**src/rtl/load_store_unit_if.sv**
```systemverilog
// Request/response handshake bundle between the core's memory stage and the
// load/store unit. "master" is the core side and "slave" is the unit side.
interface load_store_unit_if;
  logic        req_valid;
  logic        req_ready;
  logic        req_we;
  logic [2:0]  req_funct3;
  logic [31:0] req_addr;
  logic [31:0] req_wdata;
  logic        resp_valid;
  logic        resp_ready;
  logic [31:0] resp_rdata;
  logic        resp_err;

  modport master (
    output req_valid, req_we, req_funct3, req_addr, req_wdata, resp_ready,
    input  req_ready, resp_valid, resp_rdata, resp_err
  );

  modport slave (
    input  req_valid, req_we, req_funct3, req_addr, req_wdata, resp_ready,
    output req_ready, resp_valid, resp_rdata, resp_err
  );
endinterface

```
**src/rtl/load_store_unit.sv**
```systemverilog
// Load/store unit: converts RISC-V byte-addressed LB/LH/LW/LBU/LHU/SB/SH/SW
// requests into word accesses on a combinational-read, single-port word memory.
// Sub-word stores are read-modify-write; loads are lane-extracted and extended.
//
//   state    | meaning
//   ---------+-----------------------------------------------------------
//   IDLE     | waiting for a request, req_ready high
//   LOAD     | memory word addressed, extracted load data captured at end
//   STORE_RD | old word read, merged sub-word data captured at end
//   STORE_WR | mem_we high, memory writes on the closing edge
//   RESP     | response held until resp_ready
module load_store_unit #(
  parameter int ADDR_W = 8
) (
  input  logic              clk,
  input  logic              rst_n,
  load_store_unit_if.slave  bus,
  output logic [ADDR_W-1:0] mem_addr,
  output logic              mem_we,
  output logic [31:0]       mem_wdata,
  input  logic [31:0]       mem_rdata
);

  localparam logic [2:0] IDLE     = 3'd0;
  localparam logic [2:0] LOAD     = 3'd1;
  localparam logic [2:0] STORE_RD = 3'd2;
  localparam logic [2:0] STORE_WR = 3'd3;
  localparam logic [2:0] RESP     = 3'd4;

  logic [2:0]  state;
  logic [2:0]  funct3_q;
  logic [1:0]  addr_q;
  logic [15:0] wdata_q;
  logic [31:0] rdata_q;
  logic        err_q;

  logic        illegal_f3;
  logic        misaligned;
  logic        out_of_window;
  logic        req_err;
  logic [7:0]  byte_val;
  logic [15:0] half_val;
  logic [31:0] load_data;
  logic [31:0] merged;

  // Loads allow 000/001/010/100/101; stores allow only 000/001/010.
  assign illegal_f3 = bus.req_we ? (bus.req_funct3[2] || (bus.req_funct3[1:0] == 2'b11))
                                 : ((bus.req_funct3 == 3'b011) || (bus.req_funct3[2:1] == 2'b11));
  assign misaligned = ((bus.req_funct3[1:0] == 2'b01) && bus.req_addr[0]) ||
                      ((bus.req_funct3[1:0] == 2'b10) && (bus.req_addr[1:0] != 2'b00));
  assign out_of_window = (bus.req_addr[31:ADDR_W+2] != '0);
  assign req_err = illegal_f3 || misaligned || out_of_window;

  assign bus.req_ready  = (state == IDLE);
  assign bus.resp_valid = (state == RESP);
  assign bus.resp_rdata = rdata_q;
  assign bus.resp_err   = err_q;
  // Decoded from state alone so an async reset drops the write strobe at once.
  assign mem_we = (state == STORE_WR);

  // Lane extraction and sign/zero extension of the addressed memory word.
  always_comb begin
    byte_val = mem_rdata[{addr_q, 3'b000} +: 8];
    half_val = mem_rdata[{addr_q[1], 4'b0000} +: 16];
    case (funct3_q[1:0])
      2'b00:   load_data = {{24{byte_val[7] & ~funct3_q[2]}}, byte_val};
      2'b01:   load_data = {{16{half_val[15] & ~funct3_q[2]}}, half_val};
      default: load_data = mem_rdata;
    endcase
  end

  // Splice the store byte/half into the old word for read-modify-write.
  always_comb begin
    merged = mem_rdata;
    if (funct3_q[1:0] == 2'b00)
      merged[{addr_q, 3'b000} +: 8] = wdata_q[7:0];
    else
      merged[{addr_q[1], 4'b0000} +: 16] = wdata_q;
  end

  // Request sequencing FSM with registered memory address/data and response.
  always_ff @(posedge clk or negedge rst_n) begin
    if (!rst_n) begin
      state     <= IDLE;
      funct3_q  <= 3'b000;
      addr_q    <= 2'b00;
      wdata_q   <= 16'h0000;
      mem_addr  <= '0;
      mem_wdata <= 32'h0;
      rdata_q   <= 32'h0;
      err_q     <= 1'b0;
    end else begin
      case (state)
        IDLE: begin
          if (bus.req_valid) begin
            funct3_q  <= bus.req_funct3;
            addr_q    <= bus.req_addr[1:0];
            wdata_q   <= bus.req_wdata[15:0];
            mem_addr  <= bus.req_addr[ADDR_W+1:2];
            mem_wdata <= bus.req_wdata;
            rdata_q   <= 32'h0;
            err_q     <= req_err;
            if (req_err)
              state <= RESP;
            else if (!bus.req_we)
              state <= LOAD;
            else if (bus.req_funct3[1:0] == 2'b10)
              state <= STORE_WR;
            else
              state <= STORE_RD;
          end
        end
        LOAD: begin
          rdata_q <= load_data;
          state   <= RESP;
        end
        STORE_RD: begin
          mem_wdata <= merged;
          state     <= STORE_WR;
        end
        STORE_WR: state <= RESP;
        RESP: begin
          if (bus.resp_ready) state <= IDLE;
        end
        default: state <= IDLE;
      endcase
    end
  end

endmodule

```
**src/flat_wrapper.sv**
```systemverilog
// flat-port wrapper written by rule: the top's interface ports become plain ports
module load_store_unit_flat 
#(
  parameter int ADDR_W = 8
)
  (clk, rst_n, mem_addr, mem_we, mem_wdata, mem_rdata, bus_req_valid, bus_req_we, bus_req_funct3, bus_req_addr, bus_req_wdata, bus_resp_ready, bus_req_ready, bus_resp_valid, bus_resp_rdata, bus_resp_err);
  load_store_unit_if bus_i ();
  input  logic clk;
  input  logic rst_n;
  output logic [ADDR_W-1:0] mem_addr;
  output logic mem_we;
  output logic [31:0] mem_wdata;
  input  logic [31:0] mem_rdata;
  input wire logic [$bits(bus_i.req_valid)-1:0] bus_req_valid;
  input wire logic [$bits(bus_i.req_we)-1:0] bus_req_we;
  input wire logic [$bits(bus_i.req_funct3)-1:0] bus_req_funct3;
  input wire logic [$bits(bus_i.req_addr)-1:0] bus_req_addr;
  input wire logic [$bits(bus_i.req_wdata)-1:0] bus_req_wdata;
  input wire logic [$bits(bus_i.resp_ready)-1:0] bus_resp_ready;
  output wire logic [$bits(bus_i.req_ready)-1:0] bus_req_ready;
  output wire logic [$bits(bus_i.resp_valid)-1:0] bus_resp_valid;
  output wire logic [$bits(bus_i.resp_rdata)-1:0] bus_resp_rdata;
  output wire logic [$bits(bus_i.resp_err)-1:0] bus_resp_err;
  assign bus_i.req_valid = bus_req_valid;
  assign bus_i.req_we = bus_req_we;
  assign bus_i.req_funct3 = bus_req_funct3;
  assign bus_i.req_addr = bus_req_addr;
  assign bus_i.req_wdata = bus_req_wdata;
  assign bus_i.resp_ready = bus_resp_ready;
  assign bus_req_ready = bus_i.req_ready;
  assign bus_resp_valid = bus_i.resp_valid;
  assign bus_resp_rdata = bus_i.resp_rdata;
  assign bus_resp_err = bus_i.resp_err;
  load_store_unit #(.ADDR_W(ADDR_W)) u_core (.clk(clk), .rst_n(rst_n), .bus(bus_i), .mem_addr(mem_addr), .mem_we(mem_we), .mem_wdata(mem_wdata), .mem_rdata(mem_rdata));
endmodule
```
**config.mk**
```make
export PLATFORM = sky130hd
export DESIGN_NAME = load_store_unit_flat
export DESIGN_NICKNAME = d
export VERILOG_FILES = /design/src/rtl/load_store_unit_if.sv /design/src/rtl/load_store_unit.sv /design/src/flat_wrapper.sv
export SDC_FILE = /design/constraint.sdc
export NUM_CORES = 1
export LEC_CHECK = 0
export BUFFER_PORTS_ARGS = -buffer_cell sky130_fd_sc_hd__buf_2
export CORE_MARGIN = 4
export CORE_UTILIZATION = 45
export CTS_CLUSTER_DIAMETER = 30
export DETAILED_ROUTE_END_ITERATION = 10
export HOLD_SLACK_MARGIN = 0.1
export PLACE_DENSITY_LB_ADDON = 0.3
export SYNTH_ARGS = -nofsm -noshare
export SYNTH_HDL_FRONTEND = slang
export SYNTH_SLANG_ARGS = --single-unit
```
**constraint.sdc**
```tcl
create_clock -name clk -period 2.3 [get_ports clk]
set_input_delay 0.345 -clock clk [delete_from_list [all_inputs] [get_ports clk]]
set_output_delay 0.345 -clock clk [all_outputs]
set_load 0.02 [all_outputs]
```
* Word level (Yosys, flattened, before mapping) *
Cells that the tools add are included.

word-level totals
  logic and storage cells = 64
  bits in registers = 97
  output and inout bits = 76

operators by class
  muxes and demuxes = 15
  reductions and logical operators = 18
  shifts and indexed selects = 6
  bitwise operators = 3
  add/subtract/negate cells = 2
  equal/unequal tests = 12

operators by type and width
  operator                                                count
  case mux 32 bit (2 select lines)                        3
  2-to-1 mux 32 bit                                       3
  bitwise mux 32 bit                                      2
  variable shift 16 x 7 -> 32 bit (first input constant)  1
  variable shift 8 x 7 -> 32 bit (first input constant)   1
  indexed part select 16 x 7 -> 32 bit                    1
  indexed part select 32 x 6 -> 16 bit                    1
  indexed part select 32 x 6 -> 8 bit                     1
  indexed part select 8 x 7 -> 32 bit                     1
  nonzero test 22 bit                                     1
  negation 5 -> 7 bit                                     2
  2-to-1 mux 3 bit                                        4
  case mux 3 bit (4 select lines)                         1
  == test 3 x 2 -> 1 bit (second input constant)          3
  AND reduction 2 bit                                     4
  == test 2 bit (second input constant)                   3
  nonzero test 2 bit                                      3
  logical OR 1 bit                                        5
  == test 2 x 1 -> 1 bit (second input constant)          2
  != test 2 bit (second input constant)                   2
  == test 3 x 1 -> 1 bit (second input constant)          1
  == test 3 bit (second input constant)                   1
  zero test 3 bit                                         1
  AND 1 bit                                               2
  other kinds (5)                                         7

* Depth between registers and ports, before layout *
  depth after elaboration = 8
  depth in mapped cells = 9
  depth with buffers taken out = 6

* Least setup slack after synthesis *
Ideal clock, no wire load.

  path type = register -> register
  start point = register u_core.addr_q[1]
  end point = register u_core.mem_wdata[10]
  arrival time = 1.954 ns
  setup slack = 0.220 ns
  stages on the path, launching flop included = 10
  buffers on the path = 3
  data required time = 2.174 ns
  cell sequence = dfrtp_1 buf_2 buf_4 inv_1 ha_1 and4b_1 clkbuf_1 a221oi_1 a211oi_1 a221o_1

between the ends
  longest elaborated chain between the ends = 5
  elaborated cells between the ends (all ways) = 10

RTL lines
  what                                                                RTL line                                      RTL
  start, declared                                                     load_store_unit.sv:32                         logic [1:0] addr_q;
  start signal, assigned                                              load_store_unit.sv:97                         addr_q <= bus.req_addr[1:0];
  negation 5 -> 7 bit, on equally long branches                       load_store_unit.sv:78, load_store_unit.sv:76
  indexed part select 16 x 7 -> 32 bit, or another cell as far along  load_store_unit.sv:78                         merged[{addr_q[1], 4'b0000} +: 16] = wdata_q;
  bitwise mux 32 bit, on equally long branches                        load_store_unit.sv:78, load_store_unit.sv:76
  2-to-1 mux 32 bit *                                                 load_store_unit.sv:75                         if (funct3_q[1:0] == 2'b00)
  case mux 32 bit (2 select lines) *                                  load_store_unit.sv:93                         case (state)
  end signal, assigned                                                load_store_unit.sv:100                        mem_wdata <= bus.req_wdata;
  end signal, assigned                                                load_store_unit.sv:118                        mem_wdata <= merged;
  end, declared                                                       load_store_unit.sv:20                         output logic [31:0] mem_wdata,

Mark *: on every way between the ends. The rest lies on a longest branch, timed or not.
A chain may end at the register's enable or synchronous reset.

* Final worst setup path *
  start point = register u_core.state[2]
  end point = register u_core.rdata_q[16], in the netlist u_core.bus.resp_rdata[16]

between the ends
  longest elaborated chain between the ends = 3
  elaborated cells between the ends (all ways) = 6

RTL lines
  what                                                           RTL line                RTL
  start, declared                                                load_store_unit.sv:30   logic [2:0] state;
  start signal, assigned                                         load_store_unit.sv:84   state <= IDLE;
  start signal, assigned                                         load_store_unit.sv:104  state <= RESP;
  start signal, assigned                                         load_store_unit.sv:106  state <= LOAD;
  == test 3 x 1 -> 1 bit or zero test 3 bit (tied branches)      load_store_unit.sv:93
  nonzero test 2 bit (no line) or != test 2 bit (tied branches)  -
  AND reduction 2 bit (no line)                                  -
  end signal, assigned                                           load_store_unit.sv:114  rdata_q <= load_data;
  end, declared                                                  load_store_unit.sv:34   logic [31:0] rdata_q;

Several ways; a longest one is shown, not always the timed one.

==> impl_metrics.ini <==
[clock_tree]
cts_tree = done
cts_inserted_buffers = 9
cts_buffer_depth = 2
clock_latency_ns = 0.34
cts-root-buf = clkbuf_16
clkSinkCount = 97
post_cts_buffers = 0
cts.clk_slew.worst_paths_ns = 0.06
htreeDepth = 3

[power_and_ir_drop]
swShare = 0.339
p_clk_frac = 0.284
power.density_mw_per_mm2 = 792
p_sw_mw = 1.75
p_leak_nw = 3.17
seqPwrFrac = 0.417
p_comb_frac = 0.298
p_int_mw = 3.41
ir_worst_vdd_uv = 525

[synth]
synth.top_cell.area_share = 0.474
ys_types = 51
synth.mux.area_fraction = 0.122
synthSimpleGateAreaFrac = 0.101
synth_top_family_by_area = compound AO/OA/AOI/OAI gates
synthCells = 476
synth.top_cells.by_area = dfrtp_1, mux2i_1, a221o_1, mux2_2, o21ai_0
synth-seq-area-share = 0.474
ys_top_cells_by_count = dfrtp_1, o21ai_0, mux2i_1, a221o_1, nand2_1
ys_ff_latch = 97
synth_compound_area_frac = 0.236
synth_fp_nets = 585
syn_avg_cell_area_um2 = 10.8
yosys.area_share.xor_xnor = 0
synth_flop_cell = dfrtp_1
yosysMostFrequentCell = dfrtp_1
synth-warning-count = 0
synth_fa_ha_area_frac = 0.0122
yosys.area.top_type = dfrtp_1
syn_area_mm2 = 0.00512
synth_edf_count = 0
async_reset_ff_frac = 1.00

[layout]
regArea_mm2 = 0.00243
drive_above_1_share = 0.382
antennaDiodeCount = 0
fin_util = 0.593
fin_nets = 759
multi_input_area_mm2 = 0.00244
areaGrowthSynthToFinish_pct = 27.1
n_fill_cell = 952

[detailed_routing]
drtIter0Drc = 404
first_pass_iters = 5
drcViolationCount = 0
ant_nets = 0
routed_wirelength_um = 16100
avgViaCountPerCell = 5.93
dr_total_vias = 4705
routedWlPerCell_um = 20.3

[status]
status = finished clean

[die]
die_y_um = 115
die_w_um = 115
floorplan.initialDensity = 0.467
dieArea_mm2 = 0.0132
core_area_mm2 = 0.0110
rows = 38
ios = 180

[sta]
fin_tns_setup_ns = 0
rsz0062_at_grt = false
worst_pin_slew_ns = 0.935
clock.fmax_mhz = 462
drv_slew = 0
max-slew-margin-rel = 0.377
final.min_clock_period_ns = 2.17
finalCritPeriodShare = 0.942
setup_ws_ns = 0.134
setup_viol = 0
hold_viol = 0
finalClockSkew_ns = 0.00680

[worst_setup_path]
end_kind = register
cp_max_fo = 16
cpMaxStageDelayCell = a2111oi_4
worstSetupPathType = register to register
cp_num_buf_inv = 0
cp.required_ns = 2.57
start_kind = register
worstPathArrival_ns = 2.44
slowest_delay_ns = 0.87
crit_family = compound AO/OA/AOI/OAI gates
path_cells = nand2b_4 > or2_4 > a2111oi_4 > a221o_1

[worst_hold_path]
hold_path_class = primary input to register

[placement]
gp_congestion = 0.876
post-place-ws_ns = 0.116
dp_hpwl_um = 12100
numPortBuffers = 179

[grt]
grt_pass1_vias = 4611
grt-ovfl-total = 0
grt_max_degree = 54
antenna_found_initial = 0
grtUsageTotal = 0.247
grt_pass1_wl_um = 25200

[run]
cap_violations = 0
## worst paths after layout
path / slack, ns / depth (start not counted) / startpoint / end
setup / recovery: 0.13 / 4 / u_core.state[2]$_DFFE_PN0P_ / u_core.bus.resp_rdata[16]$_DFFE_PN0P_
hold / removal: 0.22 / 3 / bus_req_wdata[1] / u_core.wdata_q[1]$_DFFE_PN0P_
setup reg to reg: 0.13 / 4 / u_core.state[2]$_DFFE_PN0P_ / u_core.bus.resp_rdata[16]$_DFFE_PN0P_
hold reg to reg: 0.49 / 2 / u_core.bus.resp_rdata[12]$_DFFE_PN0P_ / u_core.bus.resp_rdata[12]$_DFFE_PN0P_
max in group asynchronous: 1.07 / 3 / rst_n / u_core.addr_q[0]$_DFFE_PN0P_
min in group asynchronous: 0.53 / 2 / rst_n / u_core.mem_wdata[7]$_DFFE_PN0P_
## metrics by stage
stage | hold slack (ns) | total power [mW] | cell area [um^2] | cells
after floorplan | 0.0494 | 3.09 | 5120 | 476
after global placement | 0.360 | 3.67 | 6190 | 778
after detailed placement | 0.365 | 3.69 | 6190 | 778
after CTS | 0.209 | 5.17 | 6490 | 794
after global routing | 0.218 | 5.41 | 6510 | 794
final | 0.220 | 5.16 | 6510 | 794
## flip-flops by register name, indices dropped and copies added (netlist names)
signal / cells
u_core.bus.resp_rdata: 32
u_core.mem_wdata: 32
u_core.wdata_q: 16
u_core.mem_addr: 8
u_core.funct3_q: 3
u_core.state: 3
u_core.addr_q: 2
u_core.bus.resp_err: 1
## layout by cell type, fill, tap and decap left out, drive strengths merged, types with 2 or more instances in the layout
master / synthesis / layout
a211oi: 10 / 10
a21oi: 17 / 17
a221o: 32 / 32
a221oi: 24 / 24
a22o: 8 / 8
a22oi: 2 / 2
and3: 2 / 2
and4b: 2 / 2
buf: 25 / 199
clkbuf: 12 / 9
clkinv: 1 / 4
clkinvlp: 0 / 2
dfrtp: 97 / 97
ha: 5 / 5
inv: 21 / 21
mux2: 20 / 20
mux2i: 40 / 40
nand2: 29 / 29
nand2b: 3 / 3
nand3: 9 / 9
nor2: 6 / 6
nor2b: 12 / 12
nor3: 11 / 11
nor3b: 3 / 3
nor4: 5 / 5
o21a: 9 / 9
o21ai: 47 / 47
o22ai: 8 / 8
or2: 2 / 2
or3b: 2 / 2
## power groups by stage
stage / registers [mW] / clock network [mW] / logic [mW]
4_1_cts: 2.14 / 1.50 / 1.53
3_3_place_gp: 2.16 / 0 / 1.50
3_5_place_dp: 2.17 / 0 / 1.52
6_report: 2.15 / 1.46 / 1.54
2_1_floorplan: 2.30 / 0 / 0.788
5_1_grt: 2.18 / 1.56 / 1.67
## tightest hold or removal path, delay by kind of cell
kind / cells / cell delay, ns
and+or+nand+nor: 1 / 0.04
buffers and inverters: 1 / 0.09
AOI/OAI and AO/OA: 1 / 0.05
## cells by family after synthesis
kind of cell / count (synthesis)
AOI/OAI and AO/OA: 164
muxes: 60
and+or+nand+nor: 91
adders and majority gates: 5
buffers and inverters: 59
DFF: 97
## metal layers
layer	GRT usage	wire [um]	up-vias
li1	-	-	2165
met1	0.348	6760	2259
met2	0.375	7420	246
met3	0.0682	1480	35
met4	0.0751	452	0
met5	0	0	-
## layout make-up
cell class                 instances  share of cell area
clock buffer                       9              0.0346
clock inverter                     6             0.00923
inverter                          22              0.0127
multi-input combinational        320               0.375
sequential                        97               0.373
tap                              140              0.0269
timing repair buffer             200               0.168
## repair_timing
item                                   CTS  global route
setup endpoints to repair                0            14
hold buffers                             1             0
gates resized for setup                  0             5
endpoints found under the hold margin   39             0
No activity file was read; power rests on OpenSTA's default activity.
